**src/rtl/router_1xn.sv**
```systemverilog
// router_1xn: 1-to-N packet router with per-channel FIFOs, parity check and idle-channel flush
// Parameters: NUM_PORTS channels (2..8), DATA_W byte width, FIFO_DEPTH entries per channel (power of 2),
//   TIMEOUT unread cycles before a non-empty channel is flushed.
// Ports: clk, rst (synchronous, active-high); d_in/pkt_valid byte stream; rd_en per-channel pop;
//   vld_out channel non-empty; dout channel i at [i*DATA_W +: DATA_W]; busy byte not accepted;
//   err parity-error pulse (CHECK cycle); drop bad-address pulse; err_cnt parity-error count.
// Build option: define ROUTER_ERR_CNT_EN for a saturating err_cnt; otherwise err_cnt is tied to 0.
module router_1xn #(
  parameter int NUM_PORTS  = 4,
  parameter int DATA_W     = 8,
  parameter int FIFO_DEPTH = 16,
  parameter int TIMEOUT    = 30
) (
  input  logic                        clk,
  input  logic                        rst,
  input  logic [DATA_W-1:0]           d_in,
  input  logic                        pkt_valid,
  input  logic [NUM_PORTS-1:0]        rd_en,
  output logic [NUM_PORTS-1:0]        vld_out,
  output logic [NUM_PORTS*DATA_W-1:0] dout,
  output logic                        busy,
  output logic                        err,
  output logic                        drop,
  output logic [7:0]                  err_cnt
);
  localparam int A  = $clog2(NUM_PORTS);
  localparam int LW = DATA_W - A;
  localparam int PW = $clog2(FIFO_DEPTH);
  localparam int TW = $clog2(TIMEOUT + 1);
  typedef enum logic [2:0] {IDLE, LOAD, PARITY, CHECK, DROP} state_t;
  state_t state, state_n;
  logic [A-1:0] dest, dest_n, tgt;
  logic [LW-1:0] len, len_n;
  logic [DATA_W-1:0] par, par_n;
  logic drop_n, hdr_ok, wr_state, kill, acc;
  logic [NUM_PORTS-1:0] full, flush, we;
  // Padded to 2**A so a decoded address can index them without range checks
  logic [(1<<A)-1:0] full_x, flush_x;
  always_comb begin
    full_x = '0;
    flush_x = '0;
    full_x[NUM_PORTS-1:0] = full;
    flush_x[NUM_PORTS-1:0] = flush;
  end
  assign hdr_ok   = int'(d_in[A-1:0]) < NUM_PORTS;
  assign tgt      = state == IDLE ? d_in[A-1:0] : dest;
  assign wr_state = (state == IDLE && hdr_ok) || state == LOAD || state == PARITY;
  assign busy     = state == CHECK || (wr_state && full_x[tgt]);
  assign acc      = pkt_valid && !busy;
  // Destination FIFO is being flushed this edge: the rest of the packet is discarded
  assign kill     = wr_state && flush_x[tgt];
  assign err      = state == CHECK && |par;
  always_comb begin
    state_n = state;
    dest_n = dest;
    len_n = len;
    par_n = par;
    drop_n = 1'b0;
    case (state)
      IDLE: if (acc) begin
        dest_n = d_in[A-1:0];
        len_n = d_in[DATA_W-1:A];
        par_n = d_in;
        drop_n = !hdr_ok;
        state_n = !hdr_ok || kill ? DROP : d_in[DATA_W-1:A] == '0 ? PARITY : LOAD;
      end
      LOAD: if (kill) begin
        len_n = acc ? len - LW'(1) : len;
        state_n = DROP;
      end else if (acc) begin
        len_n = len - LW'(1);
        par_n = par ^ d_in;
        state_n = len == LW'(1) ? PARITY : LOAD;
      end
      PARITY: if (kill) begin
        len_n = '0;
        state_n = acc ? IDLE : DROP;
      end else if (acc) begin
        par_n = par ^ d_in;
        state_n = CHECK;
      end
      CHECK: state_n = IDLE;
      DROP: if (acc) begin
        len_n = len - LW'(1);
        state_n = len == '0 ? IDLE : DROP;
      end
      default: state_n = IDLE;
    endcase
  end
  always_ff @(posedge clk) begin
    if (rst) begin
      state <= IDLE;
      dest <= '0;
      len <= '0;
      par <= '0;
      drop <= 1'b0;
    end else begin
      state <= state_n;
      dest <= dest_n;
      len <= len_n;
      par <= par_n;
      drop <= drop_n;
    end
  end
  for (genvar g = 0; g < NUM_PORTS; g++) begin : ch
    logic [DATA_W-1:0] mem [FIFO_DEPTH];
    logic [DATA_W-1:0] q;
    logic [PW-1:0] wp, rp;
    logic [PW:0] cnt;
    logic [TW-1:0] tc;
    logic re;
    assign we[g] = acc && wr_state && !kill && tgt == A'(g);
    assign re = rd_en[g] && vld_out[g];
    assign vld_out[g] = |cnt;
    assign full[g] = cnt == (PW+1)'(FIFO_DEPTH);
    assign flush[g] = vld_out[g] && !rd_en[g] && tc == TW'(TIMEOUT - 1);
    assign dout[g*DATA_W +: DATA_W] = q;
    always_ff @(posedge clk) if (we[g]) mem[wp] <= d_in;
    always_ff @(posedge clk) begin
      if (rst) begin
        wp <= '0;
        rp <= '0;
        cnt <= '0;
        tc <= '0;
        q <= '0;
      end else if (flush[g]) begin
        wp <= '0;
        rp <= '0;
        cnt <= '0;
        tc <= '0;
      end else begin
        wp <= wp + PW'(we[g]);
        rp <= rp + PW'(re);
        cnt <= cnt + (PW+1)'(we[g]) - (PW+1)'(re);
        tc <= vld_out[g] && !rd_en[g] ? tc + TW'(1) : '0;
        if (re) q <= mem[rp];
      end
    end
  end
`ifdef ROUTER_ERR_CNT_EN
  always_ff @(posedge clk) begin
    if (rst) err_cnt <= '0;
    else if (err && err_cnt != 8'hff) err_cnt <= err_cnt + 8'd1;
  end
`else
  assign err_cnt = '0;
`endif
endmodule

```
**config.mk**
```make
export PLATFORM = sky130hd
export DESIGN_NAME = router_1xn
export DESIGN_NICKNAME = d
export VERILOG_FILES = /design/src/rtl/router_1xn.sv
export SDC_FILE = /design/constraint.sdc
export NUM_CORES = 1
export LEC_CHECK = 0
export ABC_AREA = 1
export BUFFER_PORTS_ARGS = -buffer_cell sky130_fd_sc_hd__buf_2
export CAP_MARGIN = 10
export CORE_AREA = 2 2 202 204
export CTS_CLUSTER_SIZE = 16
export DETAILED_ROUTE_END_ITERATION = 12
export DIE_AREA = 0 0 204 206
export PLACE_DENSITY_LB_ADDON = 0.08
export SLEW_MARGIN = 20
export SYNTH_ARGS = -nofsm -noshare
export SYNTH_HDL_FRONTEND = slang
export SYNTH_SLANG_ARGS = --single-unit
```
**constraint.sdc**
```tcl
create_clock -name clk -period 7.9 [get_ports clk]
set_input_delay 0.395 -clock clk [delete_from_list [all_inputs] [get_ports clk]]
set_output_delay 0.395 -clock clk [all_outputs]
set_load 0.05 [all_outputs]
```
Word level (Yosys, flattened, before mapping)
Memory sizes are Yosys's and may differ from the RTL's. A register that Yosys moved wholly into a read port is not among the register bits.
Cells that the tools add are included.
- flip-flop bits (word level): 91
- memory bits (writable): 512
- output and inout port bits: 47
- word-level logic and storage cells: 172
- memories kept: 4
- memories (name ; words ; width ; rd ports ; clocked after Yosys merged registers in ; write ports ; RTL line ; source):
    ch[0].mem ; 16 ; 8 ; 1 ; 1 ; 1 ; 106 ; logic [DATA_W-1:0] mem [FIFO_DEPTH];
    ch[1].mem ; 16 ; 8 ; 1 ; 1 ; 1 ; 106 ;
    ch[2].mem ; 16 ; 8 ; 1 ; 1 ; 1 ; 106 ;
    ch[3].mem ; 16 ; 8 ; 1 ; 1 ; 1 ; 106 ;
- add/subtract/negate cells: 21
- $lt $le $gt $ge: 1
- equal/unequal tests: 24
- mux-type cells: 33
- bitwise operators: 9
- reduce and logical (&&, ||, !) cells: 60
- operators by type and width (cell ; count):
    $eq A5 B5 Y1 const B ; 8
    $add A4 B1 Y4 ; 8
    $mux W3 ; 9
    $mux W8 ; 3
    $logic_and A1 B1 Y1 ; 22
    $add A5 B1 Y5 ; 4
    $add A5 B1 Y5 const B ; 4
    $reduce_or A5 Y1 ; 4
    $sub A5 B1 Y5 ; 4
    $mux W6 ; 3
    $pmux W6 S3 ; 1
    $pmux W8 S2 ; 1
    $logic_not A6 Y1 ; 2
    $pmux W3 S4 ; 1
    $reduce_and A4 Y1 ; 3
    $reduce_or A2 Y1 ; 6
    $reduce_or A3 Y1 ; 4
    $mux W1 ; 10
    $reduce_and A2 Y1 ; 5
    $ne A2 B2 Y1 const B ; 4
    $not A1 Y1 ; 8
    $reduce_or A8 Y1 ; 1
    $xor A8 B8 Y8 ; 1
    $eq A3 B2 Y1 const B ; 2
    17 further kinds ; 30

Logic depth before layout (Yosys ltp)
- depth in word-level cells: 13
- gate-level depth with buffers: 23
- depth with buffers taken out: 23

Worst setup path after synthesis
Ideal clock, no wire load.
- path type: flip-flop to flip-flop
- start point: reg ch[0].cnt[3]
- end point: reg ch[2].cnt[4]
- arrival time: 3.038 ns
- path slack: 4.745 ns
- stages on the path, launching flop included: 21
- buffers on the path: 0
- period minus slack after synthesis: 3.155 ns
- cell sequence: dfxtp_1 -> inv_1 -> ha_1 -> nand3_1 -> nand3_1 -> nand2_1 -> nand2_1 -> nand2_1 -> nand3_1 -> inv_2 -> nor4_1 -> ha_1 -> inv_1 -> fa_1 -> inv_1 -> a21oi_1 -> nor2_1 -> nor2_1 -> xor2_1 -> inv_1 -> nor2_1
- elaborated cells on any way between the ends: 19
- classes of those cells: add/sub: 2; eq/ne: 1; mux: 4; reduce/logical: 12
- RTL lines (what ; RTL line ; source):
    start: declaration ; 109 ; logic [PW:0] cnt;
    start signal: assignment ; 134 ; cnt <= cnt + (PW+1)'(we[g]) - (PW+1)'(re);
    $reduce_or A5 Y1 ; 114 ; assign vld_out[g] = |cnt;
    net vld_out[0] ; 19 ; output logic [NUM_PORTS-1:0] vld_out,
    $logic_and A1 B1 Y1 (2 in a row) ; 116 ; assign flush[g] = vld_out[g] && !rd_en[g] && tc == TW'(TIMEOUT - 1);
    $bmux W1 S2 ; 51 ; assign kill = wr_state && flush_x[tgt];
    $mux W1 (implied by the code) ; 51 ;
    $logic_and A1 B1 Y1 ; 51 ;
    $logic_not A1 Y1 ; 112 ; assign we[g] = acc && wr_state && !kill && tgt == A'(g);
    $logic_and A1 B1 Y1 (2 in a row) ; 112 ;
    $add A5 B1 Y5 ; 134 ;
    $sub A5 B1 Y5 ; 134 ;
    end signal: assignment ; 134 ;
    end: declaration ; 109 ;
The timed path passes the listed nets, and every way through them passes these cells. The select of a mux whose other input is x is not followed.
A chain may end at the register's enable or synchronous reset.

Final worst setup path
- start point: reg state[2]
- end point: reg ch[0].cnt[4]
- cells in the longest elaborated chain, start to end: 13
- elaborated cells on any way between the ends: 23
- classes of those cells: add/sub: 2; eq/ne: 3; mux: 5; reduce/logical: 13
- RTL lines (what ; RTL line ; source):
    start: declaration ; 31 ; state_t state, state_n;
    start signal: assignment ; 98 ; state <= state_n;
    $logic_not A3 Y1 ; 46, 47 ;
    $mux W2 ; 46 ; assign tgt = state == IDLE ? d_in[A-1:0] : dest;
    $bmux W1 S2 ; 48 ; assign busy = state == CHECK || (wr_state && full_x[tgt]);
    $mux W1 (implied by the code) ; 48 ;
    $logic_and A1 B1 Y1 ; 48 ;
    $logic_or A1 B1 Y1 ; 48 ;
    $logic_not A1 Y1 ; 49 ; assign acc = pkt_valid && !busy;
    $logic_and A1 B1 Y1 ; 49 ;
    $logic_and A1 B1 Y1 (2 in a row) ; 112 ;
    $logic_and A1 B1 Y1 * ; 112 ;
    $add A5 B1 Y5 * ; 134 ;
    $sub A5 B1 Y5 * ; 134 ;
Mark *: on every way between the ends. The rest lies on a longest branch, timed or not. The select of a mux whose other input is x is not followed.

==> qor.yml <==
setup_viol: 0
crit_required_ns: 8.39
yosys-top-cells-count: "512 x edfxtp_1, 440 x nor2_1, 155 x inv_1, 150 x o21ai_0, 141 x nand2_1"
drt_first_pass_iters: 6
status: "finished clean"
cts_tree: "done"
syn_avg_cell_area_sq_um: 12.0
die_w_um: 204
area_growth_pct: 10.5
netlist_area_sq_mm: 0.0264
worst_pin_slew_ns: 1.13
drc: 0
avgRoutedWirePerCell_um: 20.9
port_buffers: 52
worstPathCellList: "nor2_4 > nand3_1 > nand2_2 > nand2_1 > nand2_1 > nand2_1 > nand2_1 > nand4_2 > nor2_4 > nand2_2 > inv_2 > ha_1 > inv_1 > fa_1 > inv_1 > a21oi_1 > nor2_1 > nor2_1 > xor2_1 > inv_1 > nor2_1"
worstSetupPathType: "reg -> reg"
dieHeight_um: 206
slew_headroom_pct: 24.7
multi_input_area_sq_mm: 0.00755
slew_violations: 0
met2_usage_pct: 45.0
antenna_found_initial: 1
synthArstFlopShare_pct: 0
synth_edf_count: 512
cts_buffer_depth: 3
grt_util_met3_pct: 3.97
drtIter0Drc: 1779
core_area_sq_mm: 0.0402
antenna_left: 0
synthCells: 2199
synth_most_common_cell: "edfxtp_1"
layout_min_cycle_time_ns: 3.61
final.fill_count: 2682
io-pin-count: 62
clk-insertion-delay-late_ns: 0.62
seqCellArea_sq_mm: 0.0178
min_period_over_period_pct: 45.6
p_leak_nw: 10.3
yosysSeqAreaShare_pct: 67.4
dp.cells: 2693
finClkSkew_ns: 0.0212
gr-total-overflow: 0
diodes: 0
vias: 17000
crit_slowest_cell: "nor2_4"
hold_viol_final: 0
synth-main-ff-cell: "edfxtp_1"
synth_warnings: 0
drt-vias-per-instance: 6.06
path_max_fanout: 14
arrival_ns: 4.10
routed_wirelength_um: 58700
start_util_pct: 65.8
cts-root-buf: "clkbuf_16"
grt_pass1_wl_um: 90500
synth-seq-cells: 635
setup_tns_ns: 0
dieArea_sq_mm: 0.0420
cap_violations: 0
cts_made_buffers: 60
fin_nets: 2293
hp-class: "in -> reg"
cts-htree-levels: 2
ctsHoldBuffers: 0
grt_max_degree: 69
start_kind: "register"
path_clk_slew_ns: 0.06
top_usage_layer: "met2"
grt_pass1_vias: 16300
synth_cell_types: 40
timing.critical_path.mode_cell: "nand2_1"
postCtsSetupBuffers: 0
cts_resized: 0
final-instance-count-excl-fill: 2804
crit_path_max_incr_delay_ns: 0.54
yosysTopAreaCell: "edfxtp_1"
rsz0062_at_grt: "false"
power.density_mw_per_mm2: 338
gp_congestion: 0.884
synth_area_leaders: "edfxtp_1 58%, dfxtp_1 9.3%, nor2_1 6.2%"
cts_sinks: 635
rows: 74
grt_util_all_layers_pct: 28.3
dpl.hpwl_um: 35100
end_kind: "register"
peakVddDrop_uv: 276
met1_usage_pct: 40.4
layout-drive-gt1-share_pct: 9.02
max_clock_freq_mhz: 277
yosysTopAreaCellShare_pct: 58.1
==> state kept, by name (all words and copies together) (netlist names) <==
register / flops
ch.wp: 16
len: 6
par: 8
ch.cnt: 20
ch.q: 32
state: 3
ch.rp: 16
ch.mem: 512
ch.tc: 20
dest: 2
==> report_power, final <==
group          internal [mW]  switching (mW)
Clock                   1.87            1.23
Sequential              3.83           0.152
Combinational          0.849            1.95
==> per-stage QoR <==
| stage | util (%) | cell area (sq um) | hold slack [ns] | setup slack, ns | power [mW] |
|---|---|---|---|---|---|
| after CTS | 72.7 | 29200 | 0.153 | 4.36 | 9.88 |
| after floorplan | - | 26500 | 0.433 | 4.75 | 6.13 |
| after detailed placement | 67.3 | 27100 | 0.454 | 4.12 | 6.80 |
| after global routing | 72.8 | 29200 | 0.156 | 3.99 | 10.3 |
| final | 72.8 | 29200 | 0.176 | 4.29 | 9.88 |
| after global placement | 67.3 | 27100 | 0.445 | 4.21 | 6.71 |
==> routing by layer <==
metal	wire length, um	share of wire, %	vias up
met5	13	0.022	-
met4	1850	3.1	2
met1	24700	42	8142
met3	4870	8.3	152
li1	-	-	7931
met2	27300	47	752
==> logic make-up after synthesis <==
| kind of cell | Yosys count | synth area share, % |
|---|---|---|
| AND/OR/NAND/NOR | 729 | 11.6 |
| flip-flops | 635 | 67.4 |
| AO/OA/AOI/OAI | 361 | 9.12 |
| buffers and inverters | 281 | 4.20 |
| multiplexers | 90 | 3.41 |
| adder cells (fa/ha/maj) | 55 | 2.72 |
| XOR/XNOR | 47 | 1.56 |
| other | 1 | 0.0142 |
==> worst max-delay path, delay by kind of cell, from the launching register on <==
| family | cells | cell delay [ns] |
|---|---|---|
| compound gates | 1 | 0.06 |
| simple gates | 13 | 2.02 |
| xor+xnor | 1 | 0.13 |
| buf+inv | 4 | 0.34 |
| flops | 1 | 0.35 |
| fa+ha+maj | 2 | 0.57 |
==> layout by cell type, fill, tap and decap left out, drive strengths merged, types with 14 or more instances in the layout <==
master / count
ha: 51
clkbuf: 78
buf: 70
clkinv: 22
xnor2: 14
nand3: 103
edfxtp: 512
o21ai: 151
mux2i: 90
a21oi: 32
dfxtp: 123
nand2: 145
o211ai: 39
inv: 162
o32ai: 38
xor2: 33
nand4: 16
o221ai: 90
nor2: 443
==> cell type report <==
class / count / area share (%)
clock buffers: 78 / 5.91
clock inverters: 33 / 1.50
inverters: 165 / 2.12
repair buffers: 70 / 1.35
flip-flops and latches: 635 / 61.0
multi-input cells: 1291 / 25.8
well taps: 532 / 2.28
==> path summary, 6_finish.rpt <==
| path | start | endpoint | slack [ns] | depth (start not counted) |
|---|---|---|---|---|
| max | state[2] | ch[0].cnt[4] | 4.29 | 21 |
| min | d_in[0] | ch[3].mem[4][0] | 0.18 | 1 |
| max reg2reg | state[2] | ch[0].cnt[4] | 4.29 | 21 |
| min reg2reg | ch[2].tc[0] | ch[2].tc[0] | 0.46 | 1 |
No activity file was read; power rests on OpenSTA's default activity.
